--- src/rtl/vga_timing_pkg.sv ---
// Purpose : shared types and default 640x480@60 timing for the VGA timing generator.
// Latency : n/a (types, constants and a pure helper function only).
// Backpressure: n/a; the display path is free-running and never stalls.
package vga_timing_pkg;

    // Phase of a single scan axis; order matches the scan sequence.
    typedef enum logic [1:0] {
        ACTIVE = 2'd0,
        FRONT  = 2'd1,
        SYNC   = 2'd2,
        BACK   = 2'd3
    } phase_t;

    // 640x480@60 with a 25 MHz pixel clock.
    localparam int H_ACTIVE_DEF = 640;
    localparam int H_FRONT_DEF  = 16;
    localparam int H_SYNC_DEF   = 96;
    localparam int H_BACK_DEF   = 48;
    localparam int V_ACTIVE_DEF = 480;
    localparam int V_FRONT_DEF  = 10;
    localparam int V_SYNC_DEF   = 2;
    localparam int V_BACK_DEF   = 33;

    // Counter width for both axes.
    localparam int CNT_W = 10;

    // Total period of one axis (pixels per line or lines per frame).
    function automatic int total_len(input int active, input int front,
                                     input int sync, input int back);
        return active + front + sync + back;
    endfunction

endpackage

--- src/rtl/vga_phase_counter.sv ---
// Purpose : one scan axis: phase FSM (ACTIVE/FRONT/SYNC/BACK) plus its position counter.
// Latency : phase and count are registered; wrap_out is combinational on the last tick of BACK.
// Backpressure: none; advances on every tick_in, tick_in is the only enable.
//
// Ports:
//   vga_clk  - pixel clock, all state on posedge
//   reset_n  - synchronous active-low reset (phase -> ACTIVE, counters -> 0)
//   tick_in  - advance enable (1 for horizontal, horizontal wrap for vertical)
//   wrap_out - high on the tick that takes count from total-1 back to 0
//   phase    - current phase of this axis
//   count    - current position on this axis, 0..total-1
module vga_phase_counter
    import vga_timing_pkg::*;
#(
    parameter int LEN_ACTIVE = H_ACTIVE_DEF,
    parameter int LEN_FRONT  = H_FRONT_DEF,
    parameter int LEN_SYNC   = H_SYNC_DEF,
    parameter int LEN_BACK   = H_BACK_DEF,
    parameter int W          = CNT_W
) (
    input  logic         vga_clk,
    input  logic         reset_n,
    input  logic         tick_in,
    output logic         wrap_out,
    output phase_t       phase,
    output logic [W-1:0] count
);

    // Position of the first count of each phase within the axis.
    localparam logic [W-1:0] BASE_FRONT = W'(LEN_ACTIVE);
    localparam logic [W-1:0] BASE_SYNC  = W'(LEN_ACTIVE + LEN_FRONT);
    localparam logic [W-1:0] BASE_BACK  = W'(LEN_ACTIVE + LEN_FRONT + LEN_SYNC);

    phase_t         phase_q, phase_d;
    logic [W-1:0]   pcnt_q, pcnt_d;
    logic [W-1:0]   count_q, count_d;
    logic [W-1:0]   last_pcnt;
    logic [W-1:0]   phase_base;
    logic           phase_done;

    // State register.
    always_ff @(posedge vga_clk) begin
        if (!reset_n) begin
            phase_q <= ACTIVE;
            pcnt_q  <= '0;
            count_q <= '0;
        end else begin
            phase_q <= phase_d;
            pcnt_q  <= pcnt_d;
            count_q <= count_d;
        end
    end

    // Next state: the phase count reloads on every phase entry, the position
    // counter only reloads when the whole axis wraps.
    always_comb begin
        phase_d = phase_q;
        pcnt_d  = pcnt_q;
        count_d = count_q;
        if (tick_in) begin
            pcnt_d  = pcnt_q + W'(1);
            count_d = count_q + W'(1);
            if (phase_done) begin
                pcnt_d = '0;
                case (phase_q)
                    ACTIVE:  phase_d = FRONT;
                    FRONT:   phase_d = SYNC;
                    SYNC:    phase_d = BACK;
                    BACK:    phase_d = ACTIVE;
                    default: phase_d = ACTIVE;
                endcase
            end
            if (wrap_out) begin
                count_d = '0;
            end
        end
    end

    // Outputs: per-phase length and base, end-of-phase and axis wrap.
    always_comb begin
        last_pcnt  = W'(LEN_ACTIVE - 1);
        phase_base = '0;
        case (phase_q)
            ACTIVE: begin last_pcnt = W'(LEN_ACTIVE - 1); phase_base = '0;         end
            FRONT:  begin last_pcnt = W'(LEN_FRONT  - 1); phase_base = BASE_FRONT; end
            SYNC:   begin last_pcnt = W'(LEN_SYNC   - 1); phase_base = BASE_SYNC;  end
            BACK:   begin last_pcnt = W'(LEN_BACK   - 1); phase_base = BASE_BACK;  end
            default: begin last_pcnt = W'(LEN_ACTIVE - 1); phase_base = '0;        end
        endcase
        phase_done = tick_in && (pcnt_q == last_pcnt);
        wrap_out   = phase_done && (phase_q == BACK);
    end

    assign phase = phase_q;
    assign count = count_q;

    // Position and phase are tracked redundantly; they must never disagree.
    a_count_matches_phase: assert property (
        @(posedge vga_clk) disable iff (!reset_n) count_q == phase_base + pcnt_q);

endmodule

--- src/rtl/vga_timing_gen.sv ---
// Purpose : 640x480@60 VGA raster timing: DrawX/DrawY/blank/pulses to renderers, hs/vs to the DAC.
// Latency : DrawX/DrawY/blank/line_start/frame_start 1 cycle after the counters; hs/vs 1+SYNC_DELAY.
// Backpressure: none; free-running raster, downstream must keep up every pixel clock.
//
// Ports:
//   vga_clk     - 25 MHz pixel clock
//   reset_n     - synchronous active-low reset
//   DrawX/DrawY - registered raster position
//   blank       - 1 while the registered position is visible
//   hs/vs       - active-low syncs, delayed SYNC_DELAY cycles behind DrawX/DrawY
//   sync        - composite sync, unused by the DAC, tied low
//   line_start  - one-cycle pulse with DrawX==0
//   frame_start - one-cycle pulse with DrawX==0 and DrawY==0
module vga_timing_gen
    import vga_timing_pkg::*;
#(
    parameter int H_ACTIVE   = H_ACTIVE_DEF,
    parameter int H_FRONT    = H_FRONT_DEF,
    parameter int H_SYNC     = H_SYNC_DEF,
    parameter int H_BACK     = H_BACK_DEF,
    parameter int V_ACTIVE   = V_ACTIVE_DEF,
    parameter int V_FRONT    = V_FRONT_DEF,
    parameter int V_SYNC     = V_SYNC_DEF,
    parameter int V_BACK     = V_BACK_DEF,
    parameter int SYNC_DELAY = 1
) (
    input  logic             vga_clk,
    input  logic             reset_n,
    output logic [CNT_W-1:0] DrawX,
    output logic [CNT_W-1:0] DrawY,
    output logic             blank,
    output logic             hs,
    output logic             vs,
    output logic             sync,
    output logic             line_start,
    output logic             frame_start
);

    localparam int H_TOTAL = total_len(H_ACTIVE, H_FRONT, H_SYNC, H_BACK);
    localparam int V_TOTAL = total_len(V_ACTIVE, V_FRONT, V_SYNC, V_BACK);
    // Stage 0 is the raw sync register; SYNC_DELAY further stages follow it.
    localparam int DL_W    = SYNC_DELAY + 1;

    if (SYNC_DELAY < 0 || SYNC_DELAY > 3) begin : g_bad_sync_delay
        $error("vga_timing_gen: SYNC_DELAY must be within 0..3");
    end
    if (H_TOTAL > (1 << CNT_W) || V_TOTAL > (1 << CNT_W)) begin : g_bad_totals
        $error("vga_timing_gen: line or frame total does not fit the counters");
    end

    phase_t             h_phase, v_phase;
    logic [CNT_W-1:0]   h_cnt, v_cnt;
    logic               h_wrap, v_wrap;

    logic [CNT_W-1:0]   drawx_q, drawy_q;
    logic               blank_q, line_start_q, frame_start_q;
    logic [DL_W-1:0]    hs_dl_q, vs_dl_q;

    vga_phase_counter #(
        .LEN_ACTIVE (H_ACTIVE),
        .LEN_FRONT  (H_FRONT),
        .LEN_SYNC   (H_SYNC),
        .LEN_BACK   (H_BACK),
        .W          (CNT_W)
    ) u_h_axis (
        .vga_clk    (vga_clk),
        .reset_n    (reset_n),
        .tick_in    (1'b1),
        .wrap_out   (h_wrap),
        .phase      (h_phase),
        .count      (h_cnt)
    );

    // Vertical axis steps once per line, so its wrap lands on the same edge
    // as the horizontal wrap.
    vga_phase_counter #(
        .LEN_ACTIVE (V_ACTIVE),
        .LEN_FRONT  (V_FRONT),
        .LEN_SYNC   (V_SYNC),
        .LEN_BACK   (V_BACK),
        .W          (CNT_W)
    ) u_v_axis (
        .vga_clk    (vga_clk),
        .reset_n    (reset_n),
        .tick_in    (h_wrap),
        .wrap_out   (v_wrap),
        .phase      (v_phase),
        .count      (v_cnt)
    );

    always_ff @(posedge vga_clk) begin
        if (!reset_n) begin
            drawx_q       <= '0;
            drawy_q       <= '0;
            blank_q       <= 1'b0;
            line_start_q  <= 1'b0;
            frame_start_q <= 1'b0;
            hs_dl_q       <= '1;
            vs_dl_q       <= '1;
        end else begin
            drawx_q       <= h_cnt;
            drawy_q       <= v_cnt;
            blank_q       <= (h_phase == ACTIVE) && (v_phase == ACTIVE);
            line_start_q  <= (h_cnt == '0);
            frame_start_q <= (h_cnt == '0) && (v_cnt == '0);
            // Shift toward the MSB; bit 0 takes the new raw sync level.
            hs_dl_q       <= DL_W'({hs_dl_q, h_phase != SYNC});
            vs_dl_q       <= DL_W'({vs_dl_q, v_phase != SYNC});
        end
    end

    assign DrawX       = drawx_q;
    assign DrawY       = drawy_q;
    assign blank       = blank_q;
    assign line_start  = line_start_q;
    assign frame_start = frame_start_q;
    assign hs          = hs_dl_q[SYNC_DELAY];
    assign vs          = vs_dl_q[SYNC_DELAY];
    assign sync        = 1'b0;

    // A frame can only end at the end of a line.
    a_v_wrap_on_h_wrap: assert property (
        @(posedge vga_clk) disable iff (!reset_n) v_wrap |-> h_wrap);

endmodule

--- config.mk ---
export PLATFORM = sky130hd
export DESIGN_NAME = vga_timing_gen
export DESIGN_NICKNAME = d
export VERILOG_FILES = /design/src/rtl/vga_timing_pkg.sv /design/src/rtl/vga_phase_counter.sv /design/src/rtl/vga_timing_gen.sv
export SDC_FILE = /design/constraint.sdc
export NUM_CORES = 1
export LEC_CHECK = 0
export ABC_AREA = 1
export ABC_CLOCK_PERIOD_IN_PS = 2100
export CELL_PAD_IN_SITES_DETAIL_PLACEMENT = 0
export CELL_PAD_IN_SITES_GLOBAL_PLACEMENT = 1
export CORE_MARGIN = 1
export CORE_UTILIZATION = 39
export CTS_BUF_LIST = sky130_fd_sc_hd__clkbuf_8
export DETAILED_ROUTE_END_ITERATION = 12
export GPL_TIMING_DRIVEN = 0
export PLACE_DENSITY = 0.87
export SETUP_SLACK_MARGIN = 0.3
export SYNTH_ARGS = -nofsm -noshare
export SYNTH_HDL_FRONTEND = slang
export SYNTH_HIERARCHICAL = 1
export SYNTH_SLANG_ARGS = --single-unit
--- constraint.sdc ---
create_clock -name vga_clk -period 2.1 [get_ports vga_clk]
set_clock_uncertainty 0.1 [all_clocks]
set_input_delay 0.42 -clock vga_clk [delete_from_list [all_inputs] [get_ports vga_clk]]
set_output_delay 0.42 -clock vga_clk [all_outputs]
set_load 0.005 [all_outputs]
; ---- After elaboration in Yosys (flattened, before gate mapping)
; Cells that the tools add are included.
; W data, S select, Z words.
[word_totals]
output_inout_bits = 26
register_bits = 71
[op_classes]
n_mux = 6
n_bitwise = 1
add_sub_neg = 4
n_reduce_logical = 12
eq_ne = 10
[op_table]
columns = operator, n
row1 = $pmux W10 S4, 2
row2 = $add A10 B1 Y10 const B, 4
row3 = $eq A10 B10 Y1, 2
row4 = $logic_not A10 Y1, 2
row5 = $mux W10, 2
row6 = $pmux W2 S4, 2
row7 = $eq A2 B2 Y1 const B, 4
row8 = $logic_and A1 B1 Y1, 5
row9 = $eq A2 B1 Y1 const B, 2
row10 = $logic_not A2 Y1, 2
row11 = $ne A2 B2 Y1 const B, 2
row12 = $reduce_or A2 Y1, 2
row13 = $reduce_and A2 Y1, 1
row14 = $not A1 Y1, 1

; ---- Logic depth before layout (Yosys ltp)
; Gate-level depths: netlist of run 1.
[depth]
word_depth = 7
mapped_depth = 17

; ---- Modules after synthesis
; Netlist of run 1, hierarchy kept.
[by_module_without_submodules]
columns = module, cells_each, instances, area_per_inst_um2, seq_area_each_um2
row1 = vga_phase_counter at u_v_axis, 212, 1, 1372.6, 440.4
row2 = vga_phase_counter at u_h_axis, 187, 1, 1320.0, 440.4
row3 = vga_timing_gen, 100, 1, 840.8, 540.5

; ---- Worst setup path after synthesis of run 1
; No wires, ideal clock.
[synth_timing]
path_type = flip-flop to flip-flop
start = register u_h_axis.phase_q[1], in the netlist u_h_axis/phase[1]
end = register u_v_axis.count_q[2], in the netlist u_v_axis/count[2]
stages_incl_launch_ff = 18
required_ns = 1.891
setup_time_ns = 0.109
arrival_ns = 2.079
setup_slack_ns = -0.189
cell_sequence = dfxtp_1 > inv_1 > ha_1 > inv_1 > nand2_2 > nand3_1 > nor2_1 > nand3b_4 > nor2_1 > inv_2 > nor2_1 > o21ai_0 > nor2_1 > nand2_1 > nor2_1 > nand3_2 > nand2_1 > inv_1
[synth_between]
elab_chain_len = 7
elab_cells_between_ends = 10
classes_between = eq/ne: 4 / mux: 2 / reduce/logical: 4
[synth_lines]
columns = item, line
row1 = "start, declared", vga_phase_counter.sv:34  ; phase_t phase_q, phase_d;
row2 = "start signal, assigned", vga_phase_counter.sv:48  ; phase_q <= phase_d;
row3 = "$eq A2 B2 Y1, or another cell as far along", "vga_phase_counter.sv:83, vga_phase_counter.sv:91"
row4 = $pmux W10 S4, vga_phase_counter.sv:83  ; case (phase_q)
row5 = $eq A10 B10 Y1, vga_phase_counter.sv:90  ; phase_done = tick_in && (pcnt_q == last_pcnt);
row6 = $logic_and A1 B1 Y1 *, vga_phase_counter.sv:91  ; wrap_out = phase_done && (phase_q == BACK);
row7 = via h_wrap, vga_timing_gen.sv:53  ; logic h_wrap, v_wrap;
row8 = $logic_and A1 B1 Y1, vga_phase_counter.sv:90
row9 = $logic_and A1 B1 Y1, vga_phase_counter.sv:91
row10 = $mux W10, vga_phase_counter.sv:73  ; if (wrap_out) begin
row11 = "end signal, assigned", vga_phase_counter.sv:50  ; count_q <= count_d;
row12 = "end, declared", vga_phase_counter.sv:36  ; logic [W-1:0] count_q, count_d;
; The timed path passes the listed nets; every way through them passes the cells marked *. The select of a mux whose other input is x is not followed.
; A chain may end at the register's enable or synchronous reset.

; ---- Worst setup path in the final report of run 1
[layout_timing]
start = register u_h_axis.phase_q[1], in the netlist u_h_axis/phase[1]
end = register u_v_axis.pcnt_q[0]
[layout_between]
elab_chain_len = 6
elab_cells_between_ends = 9
classes_between = eq/ne: 4 / mux: 2 / reduce/logical: 3
[layout_lines]
columns = item, line
row1 = "$eq A2 B2 Y1, or another cell as far along", "vga_phase_counter.sv:83, vga_phase_counter.sv:91"
row2 = $pmux W10 S4, vga_phase_counter.sv:83
row3 = $eq A10 B10 Y1, vga_phase_counter.sv:90
row4 = $logic_and A1 B1 Y1 *, vga_phase_counter.sv:91
row5 = via h_wrap, vga_timing_gen.sv:53
row6 = $logic_and A1 B1 Y1, vga_phase_counter.sv:90
row7 = $mux W10, vga_phase_counter.sv:63  ; if (phase_done) begin
row8 = "end signal, assigned", vga_phase_counter.sv:49  ; pcnt_q <= pcnt_d;
row9 = "end, declared", vga_phase_counter.sv:35  ; logic [W-1:0] pcnt_q, pcnt_d;
; Marks and branches as above.

==> results of run 1 <==
[layout make-up]
| cell class | count | share of cell area [%] |
|---|---|---|
| clock inverters | 6 | 1.37 |
| repair buffers | 41 | 8.62 |
| multi-input cells | 344 | 42.6 |
| plain buffers | 11 | 1.86 |
| clock buffers | 10 | 3.15 |
| well taps | 108 | 3.09 |
| inverters | 75 | 6.56 |
| flip-flops and latches | 71 | 32.8 |
[metal layers]
layer	vias to the layer above	track usage (%)
met3	10	3.67
met4	0	6.31
li1	1645	-
met2	46	27.4
met1	1406	20.8
met5	-	0
[worst max-delay path by stage]
stage | start | to | slack, ps | cells after the start
after floorplan | u_h_axis/phase[1]$_SDFFE_PN0P_ | u_v_axis/count[6]$_SDFFE_PN0P_ | 20 | 16
after global placement | u_h_axis/pcnt_q[0]$_SDFFE_PN0P_ | u_v_axis/count[6]$_SDFFE_PN0P_ | -200 | 15
after detailed placement | u_h_axis/phase[1]$_SDFFE_PN0P_ | u_v_axis/count[7]$_SDFFE_PN0P_ | -240 | 17
after CTS | u_h_axis/phase[1]$_SDFFE_PN0P_ | u_v_axis/count[7]$_SDFFE_PN0P_ | -120 | 16
after global routing | u_h_axis/phase[1]$_SDFFE_PN0P_ | u_v_axis/count[5]$_SDFFE_PN0P_ | -320 | 17
final | u_h_axis/phase[1]$_SDFFE_PN0P_ | u_v_axis/pcnt_q[0]$_SDFFE_PN0P_ | -170 | 14
[report_power, final]
group / switching [mW] / internal (mW)
clock: 0.504 / 0.577
sequential: 0.0103 / 1.36
combinational: 0.0588 / 0.0386
[worst max-delay path, delay by kind of cell, from the launching register on]
kind	cells	cell delay, ps
simple gates	8	900
flops	1	370
compound gates	2	300
fa+ha+maj	1	270
buf+inv	3	230
[stage by stage]
stage / area (um^2) / setup WS, ps
floorplan: 3590 / 24.0
global placement: 3980 / -202
detailed placement: 3980 / -237
CTS: 4310 / -124
global route: 4370 / -317
finish: 4370 / -174
[repair_timing]
action | CTS | global route
endpoints found under the setup margin | 22 | 22
resized for setup | 14 | 7
pin swaps | 6 | 6
buffers inserted | 10 | 5
[flip-flops by register name, summed over array words and instances (netlist names)]
| register | flops |
|---|---|
| vs_dl_q | 2 |
| u_h_axis/pcnt_q | 10 |
| u_v_axis/pcnt_q | 10 |
| line_start | 1 |
| u_v_axis/count | 10 |
| hs_dl_q | 2 |
| blank | 1 |
| u_h_axis/count | 10 |
| DrawY | 10 |
| frame_start | 1 |
| u_h_axis/phase | 2 |
| DrawX | 10 |
| u_v_axis/phase | 2 |
==> flow_summary.html, run 1 <==
<table>
<tr><th>Metric</th><th>Value</th></tr>
<tr><th colspan="2">Clock network</th></tr>
<tr><td>Worst skew pair latency</td><td>340 ps</td></tr>
<tr><td>Clock Tree Root</td><td>clkbuf_8</td></tr>
<tr><td>Number of buffers created by CTS</td><td>9</td></tr>
<tr><td>CTS Buffer Depth</td><td>2</td></tr>
<tr><td>Hold buffers post-CTS</td><td>0</td></tr>
<tr><td>Clk pin slew, worst setup/hold paths</td><td>70 ps</td></tr>
<tr><td>Clock net sink count</td><td>71</td></tr>
<tr><td>Clock tree from TritonCTS</td><td>built</td></tr>
<tr><td>Number of levels in the clock H-tree</td><td>3</td></tr>
<tr><th colspan="2">Setup path</th></tr>
<tr><td>Minimum setup slack among reg-to-reg paths</td><td>-170 ps</td></tr>
<tr><td>Slowest library cell on the worst path</td><td>dfxtp_4</td></tr>
<tr><td>Category of the critical setup timing path</td><td>register to register</td></tr>
<tr><td>Critical path capture point type</td><td>register</td></tr>
<tr><td>Worst R2R Path Depth</td><td>14</td></tr>
<tr><td>Cell repeated most along the worst path</td><td>nor2_4</td></tr>
<tr><td>Highest net fanout along the worst path</td><td>8</td></tr>
<tr><td>CP peak stage delay</td><td>370 ps</td></tr>
<tr><td>Worst endpoint data arrival time</td><td>2410 ps</td></tr>
<tr><td>Data required time of the worst path</td><td>2230 ps</td></tr>
<tr><td>Nature of the critical path startpoint</td><td>register</td></tr>
<tr><td>Capturing point of the worst reg2reg path</td><td>u_v_axis/pcnt_q[0]$_SDFFE_PN0P_</td></tr>
<tr><td>Critical R2R Launch</td><td>u_h_axis/phase[1]$_SDFFE_PN0P_</td></tr>
<tr><td>Critical path cell sequence</td><td>inv_4 &gt; ha_4 &gt; inv_2 &gt; nand2_2 &gt; nand3_2 &gt; nor2_4 &gt; nand3b_4 &gt; nor2_4 &gt; buf_4 &gt; nand2_4 &gt; o21ai_4 &gt; nand3_4 &gt; nand2_8 &gt; o21ai_1</td></tr>
<tr><th colspan="2">Floorplan</th></tr>
<tr><td>Number of I/O pins</td><td>28</td></tr>
<tr><td>Core Region</td><td>8720 um^2</td></tr>
<tr><td>Initial cell density of the core</td><td>40.5%</td></tr>
<tr><td>Die ar.</td><td>9440 um^2</td></tr>
<tr><td>Die boundary height</td><td>97.1 um</td></tr>
<tr><td>DIE WIDTH</td><td>97.1 um</td></tr>
<tr><td>Placement Rows</td><td>34</td></tr>
<tr><th colspan="2">Finish</th></tr>
<tr><td>Footprint of the flip-flops and latches</td><td>1430 um^2</td></tr>
<tr><td>Proportion of layout cells with a drive suffix above 1</td><td>17.7%</td></tr>
<tr><td>Area Growth Syn to Fin</td><td>23.8%</td></tr>
<tr><td>Final net count</td><td>565</td></tr>
<tr><td>Most common library cell in the layout ignoring fill and taps</td><td>nand2_1</td></tr>
<tr><td>Final cell count without fillers</td><td>666</td></tr>
<tr><td>Commonest cells after routing, fill and taps aside</td><td>122 x nand2_1, 72 x nor2_1, 68 x inv_1</td></tr>
<tr><td>Area of the multi-input gates</td><td>1860 um^2</td></tr>
<tr><td>Antenna fix cells</td><td>0</td></tr>
<tr><td>Final cell utilization of the core</td><td>50.1%</td></tr>
<tr><td>Filler cell count in the final layout</td><td>851</td></tr>
<tr><th colspan="2">Global route</th></tr>
<tr><td>Residual overflow from global routing</td><td>0</td></tr>
<tr><td>Wire length of the first global-routing pass</td><td>12,800 um</td></tr>
<tr><td>Initial antenna violation count</td><td>0</td></tr>
<tr><td>Gr usage total</td><td>16.5%</td></tr>
<tr><td>Pin count of the biggest net entering global routing</td><td>13</td></tr>
<tr><td>Number of global-route vias before repair</td><td>2,855</td></tr>
<tr><th colspan="2">Drt</th></tr>
<tr><td>Via-per-instance ratio</td><td>4.67</td></tr>
<tr><td>DRC Markers</td><td>0</td></tr>
<tr><td>WL met2</td><td>3440 um</td></tr>
<tr><td>Uppermost signal routing layer after detailed routing</td><td>met4</td></tr>
<tr><td>Detailed-routing wirelength on met1</td><td>3450 um</td></tr>
<tr><td>Detailed-router iteration count before antenna repair</td><td>4</td></tr>
<tr><td>Initial DRC count</td><td>75</td></tr>
<tr><td>Via count</td><td>3,107</td></tr>
<tr><td>WL per Instance</td><td>10.8 um</td></tr>
<tr><td>Remaining antenna violation count</td><td>0</td></tr>
<tr><td>Detailed-route wire length</td><td>7210 um</td></tr>
<tr><td>Routed length on met3</td><td>230 um</td></tr>
<tr><th colspan="2">Min path</th></tr>
<tr><td>Path category of the worst min-delay check</td><td>register to register</td></tr>
<tr><td>Worst min-delay path endpoint</td><td>hs_dl_q[1]$_SDFF_PN1_</td></tr>
<tr><td>Hold path startpoint</td><td>hs_dl_q[0]$_SDFF_PN1_</td></tr>
<tr><td>Hold Crit Depth</td><td>1</td></tr>
<tr><th colspan="2">Placement</th></tr>
<tr><td># port buffers</td><td>26</td></tr>
<tr><td>Placed cell count</td><td>635</td></tr>
<tr><td>Final RePlAce weighted congestion</td><td>0.816</td></tr>
<tr><td>HPWL Detailed</td><td>5120 um</td></tr>
<tr><th colspan="2">Run status</th></tr>
<tr><td>Result of the run</td><td>finished, violations left</td></tr>
<tr><td>Failing checks</td><td>negative setup slack</td></tr>
<tr><th colspan="2">Power</th></tr>
<tr><td>Leakage power</td><td>2.04 nW</td></tr>
<tr><td>Pwr Total</td><td>2.55 mW</td></tr>
<tr><td>Max IR drop VDD</td><td>369 uV</td></tr>
<tr><td>Power density relative to cell area</td><td>583 nW/um^2</td></tr>
<tr><th colspan="2">Timing</th></tr>
<tr><td>Maximum operating frequency</td><td>440 MHz</td></tr>
<tr><td>Post-layout min period</td><td>2270 ps</td></tr>
<tr><td>Final cycle utilization of the critical path</td><td>108%</td></tr>
<tr><td>Tightest hold margin</td><td>344 ps</td></tr>
<tr><td>Least setup slack across all paths after layout</td><td>-174 ps</td></tr>
<tr><td>Total negative slack for setup checks</td><td>-3250 ps</td></tr>
<tr><td>Number of slew-limit violations in the final report</td><td>0</td></tr>
<tr><td>Normalized max-slew margin</td><td>64.6%</td></tr>
<tr><td>Number of failing hold endpoints at the final stage</td><td>0</td></tr>
<tr><td># setup viols final</td><td>21</td></tr>
<tr><td>Setup repair after global routing missed its margin</td><td>true</td></tr>
<tr><td>Transition at the pin with the smallest max-transition slack</td><td>530 ps</td></tr>
<tr><th colspan="2">Synthesis</th></tr>
<tr><td>Synthesized area divided by synthesized cell count</td><td>7.09 um^2</td></tr>
<tr><td>Count of yosys warnings during synthesis</td><td>6</td></tr>
<tr><td>Post-synthesis instance area</td><td>3530 um^2</td></tr>
<tr><td>Number of instances in the synthesized netlist</td><td>498</td></tr>
<tr><th colspan="2">Flow run</th></tr>
<tr><td>Max capacitance violation total</td><td>0</td></tr>
</table>
Note: power is estimated with default switching activity, not from simulation.
==> run 2, diff against run 1 <==
--- a/config.mk
+++ b/config.mk
@@ -6,10 +6,9 @@
 export NUM_CORES = 1
 export LEC_CHECK = 0
 export ABC_AREA = 1
-export ABC_CLOCK_PERIOD_IN_PS = 2100
+export ABC_CLOCK_PERIOD_IN_PS = 1940
 export CELL_PAD_IN_SITES_DETAIL_PLACEMENT = 0
 export CELL_PAD_IN_SITES_GLOBAL_PLACEMENT = 1
-export CORE_MARGIN = 1
 export CORE_UTILIZATION = 39
 export CTS_BUF_LIST = sky130_fd_sc_hd__clkbuf_8
 export DETAILED_ROUTE_END_ITERATION = 12
==> constraint.sdc (replaced) <==
create_clock -name vga_clk -period 1.94 [get_ports vga_clk]
set_clock_uncertainty 0.1 [all_clocks]
set_input_delay 0.388 -clock vga_clk [delete_from_list [all_inputs] [get_ports vga_clk]]
set_output_delay 0.388 -clock vga_clk [all_outputs]
set_load 0.005 [all_outputs]
==> run 2 against run 1 <==
Effect of this change: the flow still finishes with violations (negative setup slack); clock power up 8%; core utilization up 0.90 points; first-iteration DRC count up 5.3%; register-to-register slack worse by 160 ps; highest routed layer unchanged.
==> flow_summary.html, run 2 (synthesis gave the netlist of run 1 again) <==
<table>
<tr><th>Metric</th><th>Value</th></tr>
<tr><th colspan="2">Run status</th></tr>
<tr><td>Result of the run</td><td>finished, violations left (unchanged)</td></tr>
<tr><td>Failing checks</td><td>negative setup slack (unchanged)</td></tr>
<tr><th colspan="2">Setup path</th></tr>
<tr><td>Endpoint of the most critical setup path</td><td>u_v_axis/pcnt_q[0]$_SDFFE_PN0P_ (unchanged)</td></tr>
<tr><td>Critical R2R Launch</td><td>u_h_axis/phase[1]$_SDFFE_PN0P_ (unchanged)</td></tr>
<tr><td>Critical path capture point type</td><td>register (unchanged)</td></tr>
<tr><td>Category of the critical setup timing path</td><td>register to register (unchanged)</td></tr>
<tr><td>Worst endpoint data arrival time</td><td>2410 ps (about the same)</td></tr>
<tr><td>Minimum setup slack among reg-to-reg paths</td><td>-340 ps (was -170 ps)</td></tr>
<tr><td>Launch point of the worst path</td><td>u_h_axis/phase[1]$_SDFFE_PN0P_ (unchanged)</td></tr>
<tr><td>Nature of the critical path startpoint</td><td>register (unchanged)</td></tr>
<tr><td>Highest net fanout along the worst path</td><td>8 (unchanged)</td></tr>
<tr><td>Worst R2R Path Depth</td><td>14 (unchanged)</td></tr>
<tr><td>Capturing point of the worst reg2reg path</td><td>u_v_axis/pcnt_q[0]$_SDFFE_PN0P_ (unchanged)</td></tr>
<tr><td>Data required time of the worst path</td><td>2070 ps (was 2230 ps)</td></tr>
<tr><th colspan="2">Global route</th></tr>
<tr><td>Gr usage total</td><td>16.5% (about the same)</td></tr>
<tr><td>Wire length of the first global-routing pass</td><td>12,800 um (about the same)</td></tr>
<tr><td>Pin count of the biggest net entering global routing</td><td>13 (unchanged)</td></tr>
<tr><td>Initial antenna violation count</td><td>0 (unchanged)</td></tr>
<tr><td>Number of global-route vias before repair</td><td>2,850 (was 2,855)</td></tr>
<tr><td>Residual overflow from global routing</td><td>0 (unchanged)</td></tr>
<tr><th colspan="2">Min path</th></tr>
<tr><td>Hold path startpoint</td><td>hs_dl_q[0]$_SDFF_PN1_ (unchanged)</td></tr>
<tr><td>Path category of the worst min-delay check</td><td>register to register (unchanged)</td></tr>
<tr><th colspan="2">Timing</th></tr>
<tr><td>Normalized max-slew margin</td><td>64.3% (was 64.6%)</td></tr>
<tr><td>Maximum operating frequency</td><td>439 MHz (was 440 MHz)</td></tr>
<tr><td>Number of slew-limit violations in the final report</td><td>0 (unchanged)</td></tr>
<tr><td>Number of failing hold endpoints at the final stage</td><td>0 (unchanged)</td></tr>
<tr><td># setup viols final</td><td>22 (was 21)</td></tr>
<tr><td>Final cycle utilization of the critical path</td><td>117% (was 108%)</td></tr>
<tr><td>Transition at the pin with the smallest max-transition slack</td><td>535 ps (was 530 ps)</td></tr>
<tr><td>Least setup slack across all paths after layout</td><td>-339 ps (was -174 ps)</td></tr>
<tr><td>Post-layout min period</td><td>2280 ps (was 2270 ps)</td></tr>
<tr><td>Setup repair after global routing missed its margin</td><td>true (unchanged)</td></tr>
<tr><th colspan="2">Finish</th></tr>
<tr><td>Commonest cells after routing, fill and taps aside</td><td>122 x nand2_1, 68 x inv_1, 67 x dfxtp_1 (was 122 x nand2_1, 72 x nor2_1, 68 x inv_1)</td></tr>
<tr><td>Footprint of the flip-flops and latches</td><td>1430 um^2 (unchanged)</td></tr>
<tr><td>Filler cell count in the final layout</td><td>853 (was 851)</td></tr>
<tr><td>Most common library cell in the layout ignoring fill and taps</td><td>nand2_1 (unchanged)</td></tr>
<tr><td>Final cell count without fillers</td><td>668 (was 666)</td></tr>
<tr><td>Area Growth Syn to Fin</td><td>26.1% (was 23.8%)</td></tr>
<tr><td>Final net count</td><td>567 (was 565)</td></tr>
<tr><td>Area of the multi-input gates</td><td>1930 um^2 (was 1860 um^2)</td></tr>
<tr><td>Antenna fix cells</td><td>0 (unchanged)</td></tr>
<tr><td>Proportion of layout cells with a drive suffix above 1</td><td>20.0% (was 17.7%)</td></tr>
<tr><th colspan="2">Clock network</th></tr>
<tr><td>Number of buffers created by CTS</td><td>9 (unchanged)</td></tr>
<tr><td>Clk pin slew, worst setup/hold paths</td><td>80 ps (was 70 ps)</td></tr>
<tr><td>Clock tree from TritonCTS</td><td>built (unchanged)</td></tr>
<tr><td>CTS Buffer Depth</td><td>2 (unchanged)</td></tr>
<tr><td>Clock Tree Root</td><td>clkbuf_8 (unchanged)</td></tr>
<tr><td>Number of levels in the clock H-tree</td><td>3 (unchanged)</td></tr>
<tr><td>Hold buffers post-CTS</td><td>0 (unchanged)</td></tr>
<tr><td>Clock net sink count</td><td>71 (unchanged)</td></tr>
<tr><td>Worst skew pair latency</td><td>340 ps (about the same)</td></tr>
<tr><th colspan="2">Power</th></tr>
<tr><td>Leakage power</td><td>2.27 nW (was 2.04 nW)</td></tr>
<tr><td>Max IR drop VDD</td><td>398 uV (was 369 uV)</td></tr>
<tr><td>Power density relative to cell area</td><td>621 nW/um^2 (was 583 nW/um^2)</td></tr>
<tr><th colspan="2">Drt</th></tr>
<tr><td>Detailed-routing wirelength on met1</td><td>3500 um (was 3450 um)</td></tr>
<tr><td>Detailed-route wire length</td><td>7430 um (was 7210 um)</td></tr>
<tr><td>Routed length on met3</td><td>226 um (was 230 um)</td></tr>
<tr><td>WL per Instance</td><td>11.1 um (was 10.8 um)</td></tr>
<tr><td>Initial DRC count</td><td>79 (was 75)</td></tr>
<tr><td>WL met2</td><td>3600 um (was 3440 um)</td></tr>
<tr><td>DRC Markers</td><td>0 (unchanged)</td></tr>
<tr><td>Uppermost signal routing layer after detailed routing</td><td>met4 (unchanged)</td></tr>
<tr><td>Via count</td><td>3,121 (was 3,107)</td></tr>
<tr><td>Remaining antenna violation count</td><td>0 (unchanged)</td></tr>
<tr><td>Detailed-router iteration count before antenna repair</td><td>4 (unchanged)</td></tr>
<tr><td>Via-per-instance ratio</td><td>4.67 (about the same)</td></tr>
<tr><th colspan="2">Floorplan</th></tr>
<tr><td>DIE WIDTH</td><td>97.1 um (unchanged)</td></tr>
<tr><td>Placement Rows</td><td>34 (unchanged)</td></tr>
<tr><td>Die ar.</td><td>9440 um^2 (unchanged)</td></tr>
<tr><td>Core Region</td><td>8720 um^2 (unchanged)</td></tr>
<tr><td>Die boundary height</td><td>97.1 um (unchanged)</td></tr>
<tr><td>Number of I/O pins</td><td>28 (unchanged)</td></tr>
<tr><td>Initial cell density of the core</td><td>40.5% (unchanged)</td></tr>
<tr><th colspan="2">Placement</th></tr>
<tr><td>Final RePlAce weighted congestion</td><td>0.816 (unchanged)</td></tr>
<tr><td># port buffers</td><td>26 (unchanged)</td></tr>
<tr><td>Setup slack after placement</td><td>-397 ps (was -237 ps)</td></tr>
<tr><td>HPWL Detailed</td><td>5120 um (unchanged)</td></tr>
<tr><td>Placed cell count</td><td>635 (unchanged)</td></tr>
<tr><th colspan="2">Flow run</th></tr>
<tr><td>Max capacitance violation total</td><td>0 (unchanged)</td></tr>
</table>
[run 2: critical path, stage by stage (launching register included)]
cell and delay [ps]:
dfxtp_4 370, inv_4 40, ha_4 270, inv_2 30, nand2_2 60, nand3_2 80
nor2_4 120, nand3b_4 100, nor2_4 200, buf_4 160, nand2_4 60, o21ai_4 230
nand3_4 160, nand2_8 120, o21ai_1 70
[run 2: metrics by stage]
stage               utilization, %  hold WS [ps]  instance area [um^2]  total power [mW]  setup TNS, ps
finish                        51.0           343                  4450              2.76          -6720
global route                  51.0           362                  4450              2.88          -9390
CTS                           49.1           343                  4280              2.79          -5340
detailed placement            45.7           323                  3980              1.62          -6480
global placement              45.7           314                  3980              1.62          -5770
floorplan                        -           292                  3590              1.58          -1310
[run 2: report_power, final]
part | internal, mW | switching, mW
registers | 1.47 | 0.0110
logic | 0.0392 | 0.0692
clock network | 0.624 | 0.548
total | 2.13 | 0.628
[run 2: layout make-up]
cell class                 instances  area share (%)
sequential                        71            32.2
buffer                            11            1.83
multi-input combinational        345            43.4
clock inverter                     6            1.35
tap                              108            3.04
clock buffer                      10            3.09
timing repair buffer              42            8.66
inverter                          75            6.44
[run 2: how the worst min path moves through the flow]
stage | endpoint | depth (start not counted) | slack [ps]
after detailed placement | hs_dl_q[1]$_SDFF_PN1_ | 1 | 320
after global placement | hs_dl_q[1]$_SDFF_PN1_ | 1 | 310
after CTS | hs_dl_q[1]$_SDFF_PN1_ | 1 | 340
after floorplan | hs_dl_q[1]$_SDFF_PN1_ | 1 | 290
after global routing | hs_dl_q[1]$_SDFF_PN1_ | 1 | 360
final | hs_dl_q[1]$_SDFF_PN1_ | 1 | 340
[run 2: what timing repair did]
action | in CTS | in global routing
resized for setup | 31 | 31
pin swaps | 6 | 12
buffers inserted | 10 | 6
endpoints found under the hold margin | 0 | 0
gates cloned | 0 | 1
endpoints found under the setup margin | 39 | 47
[run 2: metal layers]
layer | GRT usage, % | vias up
li1 | - | 1651
met1 | 20.8 | 1411
met2 | 27.3 | 46
met3 | 3.67 | 13
met4 | 6.31 | 0
met5 | 0 | -
